File: src/rtl/debug_pkg.sv
`default_nettype none
// +--------------------------------------------------------------------+
// | debug_pkg : command codes, FSM encodings and dump geometry         |
// | Rev 1.0                                                            |
// +--------------------------------------------------------------------+
package debug_pkg;

   localparam logic [7:0] CMD_LOAD = 8'h4C;
   localparam logic [7:0] CMD_CONT = 8'h43;
   localparam logic [7:0] CMD_STEP = 8'h53;

   localparam int IF_ID_W  = 64;
   localparam int ID_EX_W  = 139;
   localparam int EX_MEM_W = 76;
   localparam int MEM_WB_W = 71;

   localparam int IF_ID_BYTES  = 8;
   localparam int ID_EX_BYTES  = 18;
   localparam int EX_MEM_BYTES = 10;
   localparam int MEM_WB_BYTES = 9;
   localparam int LATCH_BYTES  = IF_ID_BYTES + ID_EX_BYTES + EX_MEM_BYTES + MEM_WB_BYTES;
   localparam int SNAP_W       = LATCH_BYTES * 8;
   localparam int NUM_REGS     = 32;

   typedef enum logic [2:0] {
      ST_IDLE       = 3'd0,
      ST_LOAD_COUNT = 3'd1,
      ST_LOAD_BYTES = 3'd2,
      ST_LOAD_WRITE = 3'd3,
      ST_RUN        = 3'd4,
      ST_STEP       = 3'd5,
      ST_DUMP       = 3'd6,
      ST_TX_WAIT    = 3'd7
   } state_e;

   typedef enum logic [1:0] {
      SEC_LATCH = 2'd0,
      SEC_REG   = 2'd1,
      SEC_MEM   = 2'd2
   } section_e;

   typedef enum logic [1:0] {
      SER_IDLE = 2'd0,
      SER_SEND = 2'd1,
      SER_WAIT = 2'd2
   } ser_state_e;

endpackage
`default_nettype wire

File: src/rtl/dump_serializer.sv
`default_nettype none
// +--------------------------------------------------------------------+
// | dump_serializer : sends 1..4 bytes of a word MSB first over tx     |
// | Rev 1.0                                                            |
// +--------------------------------------------------------------------+
module dump_serializer
   import debug_pkg::*;
(
   input  logic        i_clk,
   input  logic        i_reset,
   input  logic        i_start,
   input  logic [31:0] i_word,
   input  logic [2:0]  i_nbytes,
   input  logic        i_tx_done,
   output logic [7:0]  o_tx_data,
   output logic        o_tx_start,
   output logic        o_done
);

   ser_state_e  state_q, state_d;
   logic [31:0] shreg_q, shreg_d;
   logic [2:0]  left_q, left_d;

   always_ff @(posedge i_clk) begin
      if (i_reset) begin
         state_q <= SER_IDLE;
         shreg_q <= '0;
         left_q  <= '0;
      end else begin
         state_q <= state_d;
         shreg_q <= shreg_d;
         left_q  <= left_d;
      end
   end

   // The byte on the wire only moves after the receiver acknowledges it.
   always_comb begin
      state_d = state_q;
      shreg_d = shreg_q;
      left_d  = left_q;
      o_done  = 1'b0;
      case (state_q)
         SER_IDLE: begin
            if (i_start) begin
               shreg_d = i_word;
               left_d  = i_nbytes;
               state_d = SER_SEND;
            end
         end
         SER_SEND: state_d = SER_WAIT;
         SER_WAIT: begin
            if (i_tx_done) begin
               shreg_d = {shreg_q[23:0], 8'h00};
               left_d  = left_q - 3'd1;
               if (left_q == 3'd1) begin
                  o_done  = 1'b1;
                  state_d = SER_IDLE;
               end else begin
                  state_d = SER_SEND;
               end
            end
         end
         default: state_d = SER_IDLE;
      endcase
   end

   assign o_tx_start = (state_q == SER_SEND);
   assign o_tx_data  = shreg_q[31:24];

endmodule
`default_nettype wire

File: src/rtl/debug_unit.sv
`default_nettype none
// +--------------------------------------------------------------------+
// | debug_unit : UART-driven program loader, run/step control and dump |
// | Rev 1.0                                                            |
// +--------------------------------------------------------------------+
module debug_unit
   import debug_pkg::*;
#(
   parameter int IMEM_WORDS     = 256,
   parameter int DUMP_MEM_WORDS = 32
) (
   input  logic                i_clk,
   input  logic                i_reset,
   input  logic [7:0]          i_rx_data,
   input  logic                i_rx_done,
   input  logic                i_tx_done,
   output logic [7:0]          o_tx_data,
   output logic                o_tx_start,
   output logic                o_halt,
   output logic                o_write_instruction_flag,
   output logic [31:0]         o_instruction_to_write,
   output logic [31:0]         o_address_to_write_inst,
   input  logic [IF_ID_W-1:0]  i_IF_ID_latch,
   input  logic [ID_EX_W-1:0]  i_ID_EX_latch,
   input  logic [EX_MEM_W-1:0] i_EX_MEM_latch,
   input  logic [MEM_WB_W-1:0] i_MEM_WB_latch,
   output logic [4:0]          o_reg_read,
   input  logic [31:0]         i_reg_content,
   output logic [31:0]         o_address_to_read,
   input  logic [31:0]         i_mem_addr_content,
   input  logic                i_program_end
);

   state_e            state_q, state_d;
   section_e          sec_q, sec_d;
   logic [31:0]       count_q, count_d;
   logic [31:0]       word_idx_q, word_idx_d;
   logic [1:0]        byte_idx_q, byte_idx_d;
   logic [23:0]       word_q, word_d;
   logic [31:0]       instr_q, instr_d;
   logic [31:0]       waddr_q, waddr_d;
   logic [SNAP_W-1:0] snap_q, snap_d;
   logic [5:0]        lat_left_q, lat_left_d;
   logic [31:0]       idx_q, idx_d;
   logic [1:0]        phase_q, phase_d;
   logic [4:0]        reg_read_q, reg_read_d;
   logic [31:0]       rd_addr_q, rd_addr_d;

   logic              w_enter_dump;
   logic              w_ser_start;
   logic [31:0]       w_ser_word;
   logic [2:0]        w_ser_nbytes;
   logic              w_ser_done;
   logic [31:0]       w_rx_count;
   logic [SNAP_W-1:0] w_snapshot;

   assign w_rx_count = {24'd0, i_rx_data};
   assign w_snapshot = {i_IF_ID_latch,
                        {(ID_EX_BYTES*8 - ID_EX_W){1'b0}},   i_ID_EX_latch,
                        {(EX_MEM_BYTES*8 - EX_MEM_W){1'b0}}, i_EX_MEM_latch,
                        {(MEM_WB_BYTES*8 - MEM_WB_W){1'b0}}, i_MEM_WB_latch};

   always_ff @(posedge i_clk) begin
      if (i_reset) begin
         state_q    <= ST_IDLE;
         sec_q      <= SEC_LATCH;
         count_q    <= '0;
         word_idx_q <= '0;
         byte_idx_q <= '0;
         word_q     <= '0;
         instr_q    <= '0;
         waddr_q    <= '0;
         snap_q     <= '0;
         lat_left_q <= '0;
         idx_q      <= '0;
         phase_q    <= '0;
         reg_read_q <= '0;
         rd_addr_q  <= '0;
      end else begin
         state_q    <= state_d;
         sec_q      <= sec_d;
         count_q    <= count_d;
         word_idx_q <= word_idx_d;
         byte_idx_q <= byte_idx_d;
         word_q     <= word_d;
         instr_q    <= instr_d;
         waddr_q    <= waddr_d;
         snap_q     <= snap_d;
         lat_left_q <= lat_left_d;
         idx_q      <= idx_d;
         phase_q    <= phase_d;
         reg_read_q <= reg_read_d;
         rd_addr_q  <= rd_addr_d;
      end
   end

   always_comb begin
      state_d      = state_q;
      sec_d        = sec_q;
      count_d      = count_q;
      word_idx_d   = word_idx_q;
      byte_idx_d   = byte_idx_q;
      word_d       = word_q;
      instr_d      = instr_q;
      waddr_d      = waddr_q;
      snap_d       = snap_q;
      lat_left_d   = lat_left_q;
      idx_d        = idx_q;
      phase_d      = phase_q;
      reg_read_d   = reg_read_q;
      rd_addr_d    = rd_addr_q;
      w_enter_dump = 1'b0;
      w_ser_start  = 1'b0;
      w_ser_word   = '0;
      w_ser_nbytes = '0;
      case (state_q)
         ST_IDLE: begin
            if (i_rx_done) begin
               if (i_rx_data == CMD_LOAD) begin
                  state_d = ST_LOAD_COUNT;
               end else if (i_rx_data == CMD_CONT) begin
                  if (i_program_end) w_enter_dump = 1'b1;
                  else               state_d = ST_RUN;
               end else if (i_rx_data == CMD_STEP) begin
                  if (i_program_end) w_enter_dump = 1'b1;
                  else               state_d = ST_STEP;
               end
            end
         end
         ST_LOAD_COUNT: begin
            if (i_rx_done) begin
               if (i_rx_data == 8'd0) begin
                  state_d = ST_IDLE;
               end else begin
                  count_d    = (w_rx_count > 32'(IMEM_WORDS)) ? 32'(IMEM_WORDS) : w_rx_count;
                  word_idx_d = '0;
                  byte_idx_d = '0;
                  state_d    = ST_LOAD_BYTES;
               end
            end
         end
         ST_LOAD_BYTES: begin
            if (i_rx_done) begin
               word_d     = {word_q[15:0], i_rx_data};
               byte_idx_d = byte_idx_q + 2'd1;
               if (byte_idx_q == 2'd3) begin
                  instr_d = {word_q, i_rx_data};
                  waddr_d = {word_idx_q[29:0], 2'b00};
                  state_d = ST_LOAD_WRITE;
               end
            end
         end
         ST_LOAD_WRITE: begin
            word_idx_d = word_idx_q + 32'd1;
            state_d    = (word_idx_q + 32'd1 >= count_q) ? ST_IDLE : ST_LOAD_BYTES;
         end
         ST_RUN:  if (i_program_end) w_enter_dump = 1'b1;
         ST_STEP: w_enter_dump = 1'b1;
         ST_DUMP: begin
            if (sec_q == SEC_LATCH) begin
               w_ser_start  = 1'b1;
               w_ser_word   = snap_q[SNAP_W-1 -: 32];
               w_ser_nbytes = (lat_left_q >= 6'd4) ? 3'd4 : lat_left_q[2:0];
               snap_d       = snap_q << 32;
               lat_left_d   = lat_left_q - {3'd0, w_ser_nbytes};
               state_d      = ST_TX_WAIT;
            end else if (phase_q == 2'd0) begin
               if (sec_q == SEC_REG) reg_read_d = idx_q[4:0];
               else                  rd_addr_d  = {idx_q[29:0], 2'b00};
               phase_d = 2'd1;
            end else if (phase_q == 2'd1) begin
               phase_d = 2'd2;
            end else begin
               // Two edges after the address moved, the read data is settled.
               w_ser_start  = 1'b1;
               w_ser_word   = (sec_q == SEC_REG) ? i_reg_content : i_mem_addr_content;
               w_ser_nbytes = 3'd4;
               phase_d      = 2'd0;
               state_d      = ST_TX_WAIT;
            end
         end
         ST_TX_WAIT: begin
            if (w_ser_done) begin
               state_d = ST_DUMP;
               if (sec_q == SEC_LATCH) begin
                  if (lat_left_q == 6'd0) begin
                     sec_d = SEC_REG;
                     idx_d = '0;
                  end
               end else if (sec_q == SEC_REG) begin
                  if (idx_q == 32'(NUM_REGS - 1)) begin
                     sec_d = SEC_MEM;
                     idx_d = '0;
                  end else begin
                     idx_d = idx_q + 32'd1;
                  end
               end else begin
                  if (idx_q == 32'(DUMP_MEM_WORDS - 1)) state_d = ST_IDLE;
                  else                                 idx_d   = idx_q + 32'd1;
               end
            end
         end
         default: state_d = ST_IDLE;
      endcase
      if (w_enter_dump) begin
         state_d    = ST_DUMP;
         snap_d     = w_snapshot;
         lat_left_d = 6'(LATCH_BYTES);
         sec_d      = SEC_LATCH;
         idx_d      = '0;
         phase_d    = '0;
      end
   end

   dump_serializer u_ser (
      .i_clk      (i_clk),
      .i_reset    (i_reset),
      .i_start    (w_ser_start),
      .i_word     (w_ser_word),
      .i_nbytes   (w_ser_nbytes),
      .i_tx_done  (i_tx_done),
      .o_tx_data  (o_tx_data),
      .o_tx_start (o_tx_start),
      .o_done     (w_ser_done)
   );

   assign o_halt                   = !((state_q == ST_RUN) || (state_q == ST_STEP));
   assign o_write_instruction_flag = (state_q == ST_LOAD_WRITE);
   assign o_instruction_to_write   = instr_q;
   assign o_address_to_write_inst  = waddr_q;
   assign o_reg_read               = reg_read_q;
   assign o_address_to_read        = rd_addr_q;

endmodule
`default_nettype wire

File: config.mk
export PLATFORM = sky130hd
export DESIGN_NAME = debug_unit
export DESIGN_NICKNAME = d
export VERILOG_FILES = /design/src/rtl/debug_pkg.sv /design/src/rtl/dump_serializer.sv /design/src/rtl/debug_unit.sv
export SDC_FILE = /design/constraint.sdc
export NUM_CORES = 1
export LEC_CHECK = 0
export ABC_AREA = 1
export CAP_MARGIN = 20
export CORE_MARGIN = 2
export CORE_UTILIZATION = 35
export DETAILED_ROUTE_END_ITERATION = 10
export HOLD_SLACK_MARGIN = 0.12
export PLACE_DENSITY = 0.6
export SLEW_MARGIN = 20
export SYNTH_ARGS = -nofsm -noshare
export SYNTH_HDL_FRONTEND = slang
export SYNTH_SLANG_ARGS = --single-unit
File: constraint.sdc
create_clock -name i_clk -period 1.97 [get_ports i_clk]
set_input_delay 0.394 -clock i_clk [delete_from_list [all_inputs] [get_ports i_clk]]
set_output_delay 0.394 -clock i_clk [all_outputs]
set_load 0.005 [all_outputs]
==> metrics.md <==
| Metric | Value |
|---|---|
| Die Ht | `275.6 um` |
| Inst Count DP | `4901` |
| Post-synth ARST share | `0%` |
| Yosys cell types | `49` |
| Ratio of cells with drive above 1 in the final layout | `13.51%` |
| Max transition margin | `39.22%` |
| DP Wirelength | `67.98 mm` |
| Cells on worst reg2reg path | `17` |
| Pins Over Slew Limit | `0` |
| Setup TNS | `-0.5492 ns` |
| Pin count of the biggest net entering global routing | `154` |
| CTS buffer count | `69` |
| CTS root buffer | `clkbuf_16` |
| Vias in the first global route | `24250` |
| Port Buffers | `534` |
| Cell area after synthesis | `25810 um^2` |
| Mapped Cells | `3414` |
| Fmax achieved | `430.8 MHz` |
| Final setup fails | `5` |
| H-tree Lvls | `3` |
| Post-Synth Adder-Cell Area | `0.6787%` |
| CTS tree | `yes` |
| Grt peak-use layer | `met2` |
| Gpl congestion | `0.9278` |
| Critical path origin | `word_idx_q[1]` |
| Clock net sink count | `605` |
| Register area share after synthesis | `46.93%` |
| Max-cap violation count | `0` |
| Dominant synthesized flop cell | `dfxtp_1` |
| RSZ-0062 raised after global routing | `true` |
| Global-route wire length before repair | `139.3 mm` |
| Via count | `26310` |
| Register bit total from synthesis | `605` |
| VDD IR max | `0.5668 mV` |
| Arrival time at the worst endpoint | `2.86 ns` |
| Skew final | `0.02539 ns` |
| Status | `finished, violations left` |
| Hold buffer count at CTS | `0` |
| Final period utilization | `117.8%` |
| Mux contribution to synthesized area | `0.03878%` |
| Pwr per Cell Area | `940.1 nW/um^2` |
| Post-Synth Simple-Gate Area | `20.77%` |
| Hold Violations, Final | `0` |
| Met1 usage | `30.42%` |
| Iter 0 DRT Violations | `2232` |
| CTS clock-pin slew for the worst setup and hold paths | `0.06 ns` |
| I/O pin count | `539` |
| GR Util met2 | `38.19%` |
| Final setup margin | `-0.3512 ns` |
| Worst path required time | `2.51 ns` |
| Utilization after layout | `51.17%` |
| Post-synth EDFFs | `0` |
| Failing checks | `negative setup slack` |
| Starting Density | `35.37%` |
| Post-Synth XOR/XNOR Area | `0.9163%` |
| Largest family of logic cells by synthesized area | `compound AO/OA/AOI/OAI gates` |
| Crit Path Max Fanout | `4` |
| Skew-Pair Late Insertion Delay | `0.61 ns` |
| Worst Setup EP | `state_q[1]` |
| Vias/cell | `5.169` |
| Post-Synthesis Mean Instance Area | `7.560 um^2` |
| Initial antenna violation count | `23` |
| Reg2reg start | `word_idx_q[1]` |
| Post-synthesis compound-gate area fraction | `23.72%` |
| All-Layer GR Usage | `23.54%` |
| Tightest Hold Check Type | `primary input to register` |
| Row Count | `99` |
| Post-route minimum period | `2.321 ns` |
| DR WL/cell | `18.94 um` |
| Crit path launch type | `register` |
| Worst-Margin Slew | `0.9116 ns` |
| YS warnings | `0` |
| Core area | `72960 um^2` |
| Leak | `0.01331 uW` |
| Routed Antenna Nets | `0` |
| Clock Tree Buf Depth | `3` |
| Met3 GRT Util | `4.402%` |
| Total wire length | `96.41 mm` |
| Reg-to-reg setup timing slack | `-0.35 ns` |
| Worst Setup End Kind | `register` |
| DRC viols | `0` |
| Chip Width | `275.6 um` |
| DRT Pass-1 Iters | `7` |
| Final net count | `4503` |
| Die ar. | `75930 um^2` |
| P&R area growth vs syn | `44.64%` |
| Crit path kind | `register to register` |
| Final non-filler cell total | `5090` |
| GR Overflow Total | `0` |
| R2r endpoint | `state_q[1]` |
-- kinds of logic after synthesis --
kind of cell / after synthesis
multiplexers: 1
AND/OR/NAND/NOR: 1316
other: 2
adder cells (fa/ha/maj): 14
AO/OA/AOI/OAI: 1047
XOR/XNOR: 27
flip-flops: 605
buffers and inverters: 402
-- power breakdown --
group          internal [uW]  switching (uW)  total [uW]
clock network           7880            5440       13300
registers              13300             761       14100
logic                   3440            4240        7680
-- metrics by stage --
step | setup WS [ns] | cell area [um^2] | hold slack (ns) | total power, uW
3_5_place_dp | -0.7810 | 33460 | 0.4530 | 21090
3_3_place_gp | -0.8574 | 33460 | 0.4494 | 21050
6_report | -0.3512 | 37330 | 0.2128 | 35100
4_1_cts | -0.2851 | 36190 | 0.1909 | 34620
5_1_grt | -0.4392 | 37320 | 0.2442 | 36610
2_1_floorplan | 0.002027 | 25820 | 0.4353 | 18130
-- routing by layer --
layer	wire (um)	part of all wire (%)	vias to the layer above
met1	41160	43	12300
met4	3686	3.8	16
met5	105	0.11	-
met2	45890	48	823
li1	-	-	12990
met3	5570	5.8	188
-- worst min-delay path by stage --
stage,startpoint,endpoint,slack (ns),cells after the start
after global routing,i_reset,idx_q[4],0.24,6
final,i_reset,idx_q[4],0.21,6
after CTS,i_reset,idx_q[0],0.19,5
after floorplan,count_q[1],count_q[1],0.44,2
after detailed placement,count_q[4],count_q[4],0.45,2
after global placement,snap_q[291],snap_q[291],0.45,2
-- cells in the final DEF, fill, tap and decap left out, drive strengths merged, types with 13 or more instances in the layout --
cell type	n
a211oi	14
nor2	262
clkinv	13
nand4	23
xor2	21
nor4	15
dfxtp	605
buf	284
nand2	903
o21ai	183
diode	17
clkdlybuf4s50	526
clkbuf	116
ha	14
nand3	66
o41ai	24
a21oi	486
nor3	32
a31oi	91
a22oi	233
inv	146
-- flip-flops by register name (all words and copies together) (netlist names), 3 cells and up --
register,flops
snap_q,360
u_ser.left_q,3
o_address_to_write_inst,30
u_ser.shreg_q,32
o_address_to_read,30
state_q,3
word_q,24
o_instruction_to_write,32
count_q,8
lat_left_q,6
word_idx_q,32
idx_q,32
o_reg_read,5
-- cell usage after synthesis (all sizes together), types with 2 or more instances --
cell type / n / area share (%)
a211oi: 14 / 0.41
xor2: 21 / 0.71
ha: 14 / 0.68
a21oi: 486 / 9.5
nor4: 15 / 0.45
nor2: 262 / 4.2
nor3: 32 / 0.68
nand4: 23 / 0.56
inv: 144 / 2.1
nor3b: 7 / 0.20
a31oi: 91 / 2.2
xnor2: 6 / 0.20
nand3b: 6 / 0.17
o21a: 2 / 0.058
o21ai: 183 / 3.5
dfxtp: 605 / 47
a22oi: 233 / 6.8
nand2: 903 / 13
a22o: 8 / 0.27
clkinv: 2 / 0.029
buf: 163 / 3.4
clkbuf: 93 / 1.4
o41ai: 24 / 0.81
or2: 2 / 0.049
conb: 2 / 0.029
nand3: 66 / 1.3
-- worst max-delay path, cell delays in order, from the launching register on --
cell and delay (ns):
dfxtp_2 0.33, buf_6 0.13, ha_4 0.16, buf_6 0.11
nand3_4 0.08, nor2_4 0.05, xor2_2 0.18, ha_2 0.18
nand2_1 0.05, nor3b_4 0.20, nand3_2 0.13, nor2_2 0.14
nand3_2 0.09, nor2_4 0.15, nand3_2 0.11, nand3_2 0.08
nand2_1 0.05, inv_1 0.04
-- final cells by class --
type                    instances  area [um^2]
diodes                         17        42.54
clock buffers                 103         2076
clock inverters                20        279.0
fillers                      6972        35630
inverters                     146        564.3
multi-input cells            2410        12530
flip-flops and latches        605        12130
well taps                     959         1200
repair buffers                830         8506
-- timing repair --
item	in CTS	in global routing
cloned	2	14
endpoints found under the setup margin	343	503
pin swaps	15	37
buffers inserted	13	21
gates resized for setup	54	142
(Power assumes the default switching activity.)
